File: src/rtl/led_pattern_seq.sv
// ============================================================================
// Module   : led_pattern_seq
// Purpose  : Steps the green LEDs through blink / walk-left / walk-right /
//            bounce patterns on 1 Hz ticks. A pushbutton cycles the mode and
//            a slide switch pauses stepping.
// Option   : define LEDSEQ_DEBOUNCE_EN to put a debouncer on the button.
// Revision : 1.0  initial release
// ============================================================================
`default_nettype none

module led_pattern_seq #(
  parameter int N_LED          = 10,
  parameter int TICKS_PER_STEP = 1,
  parameter int DEB_CYCLES     = 1_000_000
) (
  input  logic             CLK,
  input  logic             RST,
  input  logic             tick,
  input  logic             btn_n,
  input  logic             pause,
  output logic [N_LED-1:0] led,
  output logic [1:0]       mode
);

  localparam int                 c_CNT_W   = (TICKS_PER_STEP > 1) ? $clog2(TICKS_PER_STEP) : 1;
  localparam logic [c_CNT_W-1:0] c_CNT_MAX = c_CNT_W'(TICKS_PER_STEP - 1);
  localparam logic [N_LED-1:0]   c_LED_ALL = '1;
  localparam logic [N_LED-1:0]   c_LED_LSB = N_LED'(1);
  localparam logic [N_LED-1:0]   c_LED_MSB = {1'b1, {(N_LED-1){1'b0}}};
  localparam logic               c_DIR_UP   = 1'b0;
  localparam logic               c_DIR_DOWN = 1'b1;

  typedef enum logic [1:0] {
    MODE_BLINK   = 2'b00,
    MODE_SHIFT_L = 2'b01,
    MODE_SHIFT_R = 2'b10,
    MODE_BOUNCE  = 2'b11
  } mode_t;

  // Parameter sanity: illegal values elaborate an empty marker block only.
  if ((N_LED < 2) || (TICKS_PER_STEP < 1) || (DEB_CYCLES < 1)) begin : g_param_check
  end

  logic r_btn_s1;
  logic r_btn_s2;
  logic r_btn_prev;
  logic r_pause_s1;
  logic r_pause_s2;
  logic w_btn_filt;
  logic w_press;

  always_ff @(posedge CLK or posedge RST) begin
    if (RST) begin
      r_btn_s1   <= 1'b1;
      r_btn_s2   <= 1'b1;
      r_btn_prev <= 1'b1;
      r_pause_s1 <= 1'b0;
      r_pause_s2 <= 1'b0;
    end else begin
      r_btn_s1   <= btn_n;
      r_btn_s2   <= r_btn_s1;
      r_btn_prev <= w_btn_filt;
      r_pause_s1 <= pause;
      r_pause_s2 <= r_pause_s1;
    end
  end

`ifdef LEDSEQ_DEBOUNCE_EN
  localparam int                 c_DEB_W   = (DEB_CYCLES > 1) ? $clog2(DEB_CYCLES) : 1;
  localparam logic [c_DEB_W-1:0] c_DEB_MAX = c_DEB_W'(DEB_CYCLES - 1);

  logic               r_deb_stable;
  logic [c_DEB_W-1:0] r_deb_cnt;

  // The stable level only follows the synced button after DEB_CYCLES
  // consecutive disagreeing samples; any agreement restarts the window.
  always_ff @(posedge CLK or posedge RST) begin
    if (RST) begin
      r_deb_stable <= 1'b1;
      r_deb_cnt    <= '0;
    end else if (r_btn_s2 == r_deb_stable) begin
      r_deb_cnt    <= '0;
    end else if (r_deb_cnt == c_DEB_MAX) begin
      r_deb_stable <= r_btn_s2;
      r_deb_cnt    <= '0;
    end else begin
      r_deb_cnt    <= r_deb_cnt + 1'b1;
    end
  end

  assign w_btn_filt = r_deb_stable;
`else
  assign w_btn_filt = r_btn_s2;
`endif

  assign w_press = r_btn_prev & ~w_btn_filt;

  mode_t              r_mode;
  mode_t              w_mode_nxt;
  logic [N_LED-1:0]   r_led;
  logic [N_LED-1:0]   w_led_nxt;
  logic [c_CNT_W-1:0] r_cnt;
  logic [c_CNT_W-1:0] w_cnt_nxt;
  logic               r_dir;
  logic               w_dir_nxt;
  logic               w_tick_en;
  logic               w_step;

  assign w_tick_en = tick & ~r_pause_s2;
  assign w_step    = w_tick_en & (r_cnt == c_CNT_MAX);

  always_ff @(posedge CLK or posedge RST) begin
    if (RST) begin
      r_mode <= MODE_BLINK;
      r_led  <= c_LED_ALL;
      r_cnt  <= '0;
      r_dir  <= c_DIR_UP;
    end else begin
      r_mode <= w_mode_nxt;
      r_led  <= w_led_nxt;
      r_cnt  <= w_cnt_nxt;
      r_dir  <= w_dir_nxt;
    end
  end

  // A press outranks a coincident step: the pattern reloads and the step is dropped.
  always_comb begin
    w_mode_nxt = r_mode;
    w_led_nxt  = r_led;
    w_cnt_nxt  = r_cnt;
    w_dir_nxt  = r_dir;
    if (w_press) begin
      w_mode_nxt = mode_t'(r_mode + 2'd1);
      w_cnt_nxt  = '0;
      w_dir_nxt  = c_DIR_UP;
      case (w_mode_nxt)
        MODE_BLINK:   w_led_nxt = c_LED_ALL;
        MODE_SHIFT_L: w_led_nxt = c_LED_LSB;
        MODE_SHIFT_R: w_led_nxt = c_LED_MSB;
        MODE_BOUNCE:  w_led_nxt = c_LED_LSB;
        default:      w_led_nxt = c_LED_ALL;
      endcase
    end else if (w_tick_en) begin
      if (w_step) begin
        w_cnt_nxt = '0;
        case (r_mode)
          MODE_BLINK:   w_led_nxt = ~r_led;
          MODE_SHIFT_L: w_led_nxt = {r_led[N_LED-2:0], r_led[N_LED-1]};
          MODE_SHIFT_R: w_led_nxt = {r_led[0], r_led[N_LED-1:1]};
          MODE_BOUNCE: begin
            // Direction flips on the step that lands on an end bit.
            if (r_dir == c_DIR_UP) begin
              w_led_nxt = r_led << 1;
              if (w_led_nxt[N_LED-1]) w_dir_nxt = c_DIR_DOWN;
            end else begin
              w_led_nxt = r_led >> 1;
              if (w_led_nxt[0]) w_dir_nxt = c_DIR_UP;
            end
          end
          default:      w_led_nxt = r_led;
        endcase
      end else begin
        w_cnt_nxt = r_cnt + 1'b1;
      end
    end
  end

  assign led  = r_led;
  assign mode = r_mode;

endmodule

`default_nettype wire
File: config.mk
export PLATFORM = sky130hd
export DESIGN_NAME = led_pattern_seq
export DESIGN_NICKNAME = d
export VERILOG_FILES = /design/src/rtl/led_pattern_seq.sv
export SDC_FILE = /design/constraint.sdc
export NUM_CORES = 1
export LEC_CHECK = 0
export BUFFER_PORTS_ARGS = -buffer_cell sky130_fd_sc_hd__buf_2
export CAP_MARGIN = 0
export CORE_MARGIN = 4
export CORE_UTILIZATION = 56
export DETAILED_ROUTE_END_ITERATION = 16
export GPL_TIMING_DRIVEN = 0
export PLACE_DENSITY = 0.78
export SKIP_LAST_GASP = 1
export SYNTH_ARGS = -nofsm -noshare
export SYNTH_HDL_FRONTEND = slang
export SYNTH_SLANG_ARGS = --single-unit
export TNS_END_PERCENT = 100
File: constraint.sdc
create_clock -name CLK -period 1.95 [get_ports CLK]
set_input_delay 0.195 -clock CLK [delete_from_list [all_inputs] [get_ports CLK]]
set_output_delay 0.195 -clock CLK [all_outputs]
set_load 0.01 [all_outputs]
==> results of run 1 <==
## Yosys cell counts
cell type,count
nand2_1,17
dfstp_2,13
a311o_1,1
a41o_1,1
a311oi_1,7
nor4b_1,7
buf_2,3
nor2b_1,3
nor3b_2,1
a221oi_1,1
a22oi_2,1
o2bb2ai_1,7
o21ai_0,11
nand2b_1,1
and2_1,1
inv_1,4
clkbuf_1,4
a31oi_1,2
buf_1,2
or3b_1,1
a21o_1,2
a211o_1,2
nor2_1,2
nand3_1,1
xnor2_1,1
buf_6,2
nor3b_1,8
dfrtp_1,6
ha_1,6
a21oi_1,4
nor3_1,8
## final cells by class
cell class                      instances  area share [%]
Inverter                                4           1.084
Clock buffer                            4           1.897
Tap cell                               27           2.439
Multi-Input combinational cell         96           47.52
Buffer                                 11           4.336
Sequential cell                        19           35.50
Timing Repair Buffer                   18           7.227
## final timing paths
kind                                        end  slack [ps]  cells after the start
min in group CLK              r_cnt$_DFFE_PP0P_         240                      4
min reg2reg                r_pause_s2$_DFF_PP0_         360                      0
min                           r_cnt$_DFFE_PP0P_         -20                      2
max reg2reg                  led[0]$_DFFE_PP1P_         170                      6
max                          led[0]$_DFFE_PP1P_         170                      6
max in group asynchronous   mode[0]$_DFFE_PP0P_        1530                      2
## worst register-to-register path: cells and delay by family, from the launching register on
kind	cells	cell delay (ps)
AOI/OAI and AO/OA	3	560
buffers and inverters	2	530
adders and majority gates	1	180
DFF	1	450
## power by group through the flow
stage          logic (mW)  registers [mW]  clock network (mW)
2_1_floorplan       0.528           0.770                   0
3_3_place_gp        0.800           0.751                   0
3_5_place_dp        0.812           0.759                   0
4_1_cts             0.821           0.751               0.211
5_1_grt             0.920           0.781               0.229
6_report            0.826           0.755               0.206
## metrics by stage
step / cell area (sq um) / util (%) / power, mW / hold WS [ps]
floorplan: 1225 / - / 1.299 / 136.6
global placement: 1339 / 66.21 / 1.551 / 301.1
detailed placement: 1339 / 66.21 / 1.571 / 304.4
CTS: 1385 / 68.50 / 1.783 / 8.826
global route: 1385 / 68.50 / 1.930 / 27.12
finish: 1385 / 68.50 / 1.787 / -19.94
## sequential cells by signal, summed over array words and instances (netlist names)
signal / count
led: 10
mode: 2
r_btn_prev: 1
r_btn_s1: 1
r_btn_s2: 1
r_cnt: 1
r_dir: 1
r_pause_s1: 1
r_pause_s2: 1
## cell families after synthesis
kind of cell               synth area share, %
AOI/OAI and AO/OA                        23.19
xor gates and xnor gates                0.7151
adders and majority gates                6.129
buffers and inverters                    6.128
DFF                                      40.14
and+or+nand+nor                          23.70
## metal layers
metal	vias up	GRT usage [%]	routed length, microns
li1	525	-	-
met1	550	26.96	1207
met2	43	38.58	1404
met3	4	3.815	180
met4	0	9.544	23
met5	-	0	0
==> results.sh, run 1 <==
export IMPL_wl_per_cell_microns=15.73
export IMPL_nNetsFinal=164
export IMPL_die_area_sq_um=3000
export IMPL_r2r_start="mode[1]$_DFFE_PP0P_"
export IMPL_worstSetupPathType="reg -> reg"
export IMPL_period_minus_slack_ps=1780
export IMPL_root_buffer="clkbuf_4"
export IMPL_clock_fmax_mhz=561.8
export IMPL_switching_share_pct=43.49
export IMPL_io_pins=17
export IMPL_holdWs_ps=-19.94
export IMPL_clkSinkCount=19
export IMPL_ant_nets=0
export IMPL_dr_pass1_iters=4
export IMPL_clkSlewWorstSetupHoldPaths_ps=110
export IMPL_status="finished, violations left"
export IMPL_finClkSkew_ps=1.385
export IMPL_drv_slew=0
export IMPL_grt_pass1_vias=1095
export IMPL_pwr_share_seq_pct=42.3
export IMPL_grt_pass1_wl_microns=4816
export IMPL_io_buffers=16
export IMPL_layout_commonest_cell="buf_2"
export IMPL_track_usage_pct=22.34
export IMPL_antenna_found_initial=0
export IMPL_clock_latency_ps=300
export IMPL_peakVddDrop_mv=1.049
export IMPL_yosysWarningCount=0
export IMPL_die_h_microns=54.77
export IMPL_htree_levels=1
export IMPL_die_w_microns=54.77
export IMPL_layout_setup_ws_ps=169.9
export IMPL_overflow=0
export IMPL_seq_area_frac_synth_pct=40.14
export IMPL_preCtsSetupSlack_ps=241.5
export IMPL_end_kind="flop"
export IMPL_hpwl_microns=1914
export IMPL_syn_inst=130
export IMPL_synth_top_area_cell="dfstp_2"
export IMPL_clock_path_buffers=2
export IMPL_switching_power_mw=0.7772
export IMPL_worst_pin_slew_ps=702.3
export IMPL_coreArea_sq_um=2022
export IMPL_synth_area_sq_um=1225
export IMPL_critPathTopFamily="compound AO/OA/AOI/OAI gates"
export IMPL_wl_microns=2815
export IMPL_ctsHoldBuffers=2
export IMPL_multiInputGateArea_sq_um=658.1
export IMPL_leakagePower_nw=0.5939
export IMPL_synth_area_leaders="dfstp_2 28%, dfrtp_1 12%, ha_1 6.1%, nand2_1 5.2%, a311oi_1 5.0%"
export IMPL_internal_power_mw=1.010
export IMPL_seq_area_sq_um=491.7
export IMPL_cp_start_kind="flop"
export IMPL_cts_tree="done"
export IMPL_relSlewSlack_pct=53.13
export IMPL_num_vias=1122
export IMPL_path_cells="inv_1 -> ha_1 -> clkbuf_1 -> a221oi_1 -> a211o_1 -> a22oi_2"
export IMPL_critPathRequiredTime_ps=2190
export IMPL_gp_congestion=0.7976
export IMPL_ys_ff_latch=19
export IMPL_nFillCells=171
export IMPL_critPathMaxStageDelay_ps=450
export IMPL_rsz0062_at_grt="no"
export IMPL_drive_gt1_share_pct=25.66
export IMPL_pwr_share_comb_pct=46.2
export IMPL_areaGrowthSynthToFinish_pct=13.07
export IMPL_startpoint="mode[1]$_DFFE_PP0P_"
export IMPL_fin_crit_sh_pct=91.29
export IMPL_fin_tns_setup_ps=0
export IMPL_grt_max_degree=20
export IMPL_critical_path_buf_inv_count=2
export IMPL_vias_per_cell=6.268
export IMPL_failed_checks="hold timing"
export IMPL_yosysUniqueCellTypes=31
export IMPL_hold_viol_final=6
export IMPL_drt_initial_drc_count=34
export IMPL_post_cts_buffers=0
export IMPL_cts_buffers=3
export IMPL_arrival_ps=2020
export IMPL_mostFrequentLayoutCells="19 x buf_2, 17 x nand2_1, 13 x dfstp_2"
export IMPL_cap_viol_max_count=0
export IMPL_yosys_area_top_type_share_pct=27.89
export IMPL_num_rows=16
export IMPL_min_path_type="in -> async"
export IMPL_worstPathMaxFanout=10
export IMPL_setup_violations=0
export IMPL_num_antenna_cells=0
export IMPL_synth_nets=141
export IMPL_clock_power_share_pct=11.5
export IMPL_synth_area_per_cell_sq_um=9.423
export IMPL_layout_cells_non_filler=179
export IMPL_placedCellCount=173
export IMPL_power_density_nw_per_um2=1290
export IMPL_cts_resized=0
export IMPL_drcViolationCount=0
export IMPL_start_util_pct=60.58
export IMPL_cpMaxStageDelayCell="dfrtp_1"
No activity file was read; power rests on OpenSTA's default activity.
==> run 2: changes to the inputs <==
Settings changed: CORE_UTILIZATION 56 to 59, CTS_BUF_LIST set to sky130_fd_sc_hd__clkbuf_4 sky130_fd_sc_hd__clkbuf_8, PLACE_DENSITY 0.78 to 0.82.
==> run 2 against run 1 <==
Net effect:
- critical path type unchanged
- wire length rose by 0.96%
- final cell count is 0.56% lower
- the run still ends with hold timing left
- largest power group unchanged
- setup slack better by 41 ps
- sequential cell count stayed put
- hold slack better by 18 ps
- non-clock buffer count shrank 1
- via count grew 0.36%
- fmax is 2.4% higher
- largest cell class unchanged
- sequential share of layout area grew 0.23 points
==> results.sh, run 2 (synthesis gave the netlist of run 1 again) <==
export IMPL_status="finished, violations left"
export IMPL_failed_checks="hold timing"
export IMPL_fin_tns_setup_ps=0
export IMPL_num_rows=16
export IMPL_grt_max_degree=20
export IMPL_r2r_setup_slack_ps=210
export IMPL_grt_pass1_vias=1147
export IMPL_mostFrequentLayoutCells="19 x buf_2, 17 x nand2_1, 13 x dfstp_2"
export IMPL_nNetsFinal=163
export IMPL_dr_pass1_iters=7
export IMPL_end_kind="flop"
export IMPL_critical_path_buf_inv_count=2
export IMPL_num_vias=1126
export IMPL_leakagePower_nw=0.5925
export IMPL_cap_viol_max_count=0
export IMPL_drive_gt1_share_pct=26.49
export IMPL_clkSlewWorstSetupHoldPaths_ps=110
export IMPL_antenna_found_initial=0
export IMPL_gp_congestion=0.8414
export IMPL_worstSetupPathType="reg -> reg"
export IMPL_drv_slew=0
export IMPL_peakVddDrop_mv=0.8668
export IMPL_worst_pin_slew_ps=723.6
export IMPL_period_minus_slack_ps=1739
export IMPL_die_h_microns=53.57
export IMPL_start_util_pct=62.44
export IMPL_hpwl_microns=1981
export IMPL_path_cells="nor2b_1 -> buf_2 -> buf_1 -> nor3_1 -> o2bb2ai_1 -> nand2_1"
export IMPL_cts_resized=0
export IMPL_htree_levels=1
export IMPL_clock_path_buffers=2
export IMPL_grt_pass1_wl_microns=4968
export IMPL_io_pins=17
export IMPL_fin_crit_sh_pct=89.18
export IMPL_nFillCells=173
export IMPL_power_density_nw_per_um2=1297
export IMPL_track_usage_pct=23.37
export IMPL_cpMaxStageDelayCell="dfstp_2"
export IMPL_ant_nets=0
export IMPL_cp_num_cells=6
export IMPL_root_buffer="clkbuf_4"
export IMPL_largest_reg_flops=10
export IMPL_layout_commonest_cell="buf_2"
export IMPL_holdWs_ps=-2.119
export IMPL_worstReg2RegEnd="led[4]$_DFFE_PP1P_"
export IMPL_rsz0062_at_grt="no"
export IMPL_coreArea_sq_um=1962
export IMPL_clkSinkCount=19
export IMPL_cts_buffers=3
export IMPL_r2r_start="r_btn_prev$_DFF_PP1_"
export IMPL_die_w_microns=53.57
export IMPL_cts_tree="done"
export IMPL_critPathMaxStageDelay_ps=550
export IMPL_num_antenna_cells=0
export IMPL_setup_violations=0
export IMPL_utilization_pct=70.15
export IMPL_finClkSkew_ps=2.231
export IMPL_relSlewSlack_pct=51.70
export IMPL_fin_total_pwr_mw=1.786
export IMPL_worstPathMaxFanout=10
export IMPL_reg2regPathDepth=6
export IMPL_vias_per_cell=6.326
export IMPL_drcViolationCount=0
export IMPL_clock_latency_ps=300
export IMPL_arrival_ps=1970
export IMPL_post_cts_buffers=0
export IMPL_wl_per_cell_microns=15.97
export IMPL_critPathRequiredTime_ps=2190
export IMPL_overflow=0
export IMPL_die_area_sq_um=2869
export IMPL_hold_viol_final=5
export IMPL_clock_fmax_mhz=575.1
export IMPL_areaGrowthSynthToFinish_pct=12.36
export IMPL_critPathTopFamily="buffers and inverters"
export IMPL_io_buffers=16
export IMPL_ctsHoldBuffers=1
export IMPL_drt_initial_drc_count=46
export IMPL_min_path_type="in -> async"
export IMPL_cp_start_kind="flop"
export IMPL_wl_microns=2842
[run 2: how the worst max path moves through the flow]
stage | from | to | slack (ps)
2_1_floorplan | mode[0]$_DFFE_PP0P_ | led[1]$_DFFE_PP1P_ | 340
3_3_place_gp | mode[0]$_DFFE_PP0P_ | led[1]$_DFFE_PP1P_ | 260
3_5_place_dp | mode[0]$_DFFE_PP0P_ | led[1]$_DFFE_PP1P_ | 230
4_1_cts | mode[0]$_DFFE_PP0P_ | led[9]$_DFFE_PP1P_ | 200
5_1_grt | r_btn_prev$_DFF_PP1_ | led[6]$_DFFE_PP1P_ | 70
6_report | r_btn_prev$_DFF_PP1_ | led[4]$_DFFE_PP1P_ | 210
[run 2: per-layer routing]
metal	up-vias	routed length (microns)	global-route usage, %
met4	0	71	11.91
met3	10	166	3.324
met5	-	0	0
li1	526	-	-
met2	48	1358	38.98
met1	542	1245	29.32
[run 2: cell type report]
class / instances / area, sq um / share of cell area (%)
flip-flops and latches: 19 / 491.7 / 35.73
plain buffers: 11 / 60.06 / 4.364
clock inverters: 1 / 5.005 / 0.3636
well taps: 27 / 33.78 / 2.455
repair buffers: 17 / 90.09 / 6.545
clock buffers: 3 / 22.52 / 1.636
inverters: 4 / 15.01 / 1.091
multi-input cells: 96 / 658.1 / 47.82
[run 2: report_power, final]
group / switching, mW / total [mW] / internal [mW]
logic: 0.477 / 0.832 / 0.355
clock network: 0.124 / 0.200 / 0.0764
registers: 0.177 / 0.753 / 0.576
total: 0.778 / 1.79 / 1.01
[run 2: per-stage QoR]
step	std cells	setup WS [ps]	hold WS (ps)	instance area (sq um)
global placement	173	257.5	299.4	1339
finish	178	211.1	-2.119	1376
CTS	178	197.7	5.731	1376
detailed placement	173	226.6	301.3	1339
global route	178	67.13	0.9420	1376
floorplan	130	343.9	136.6	1225
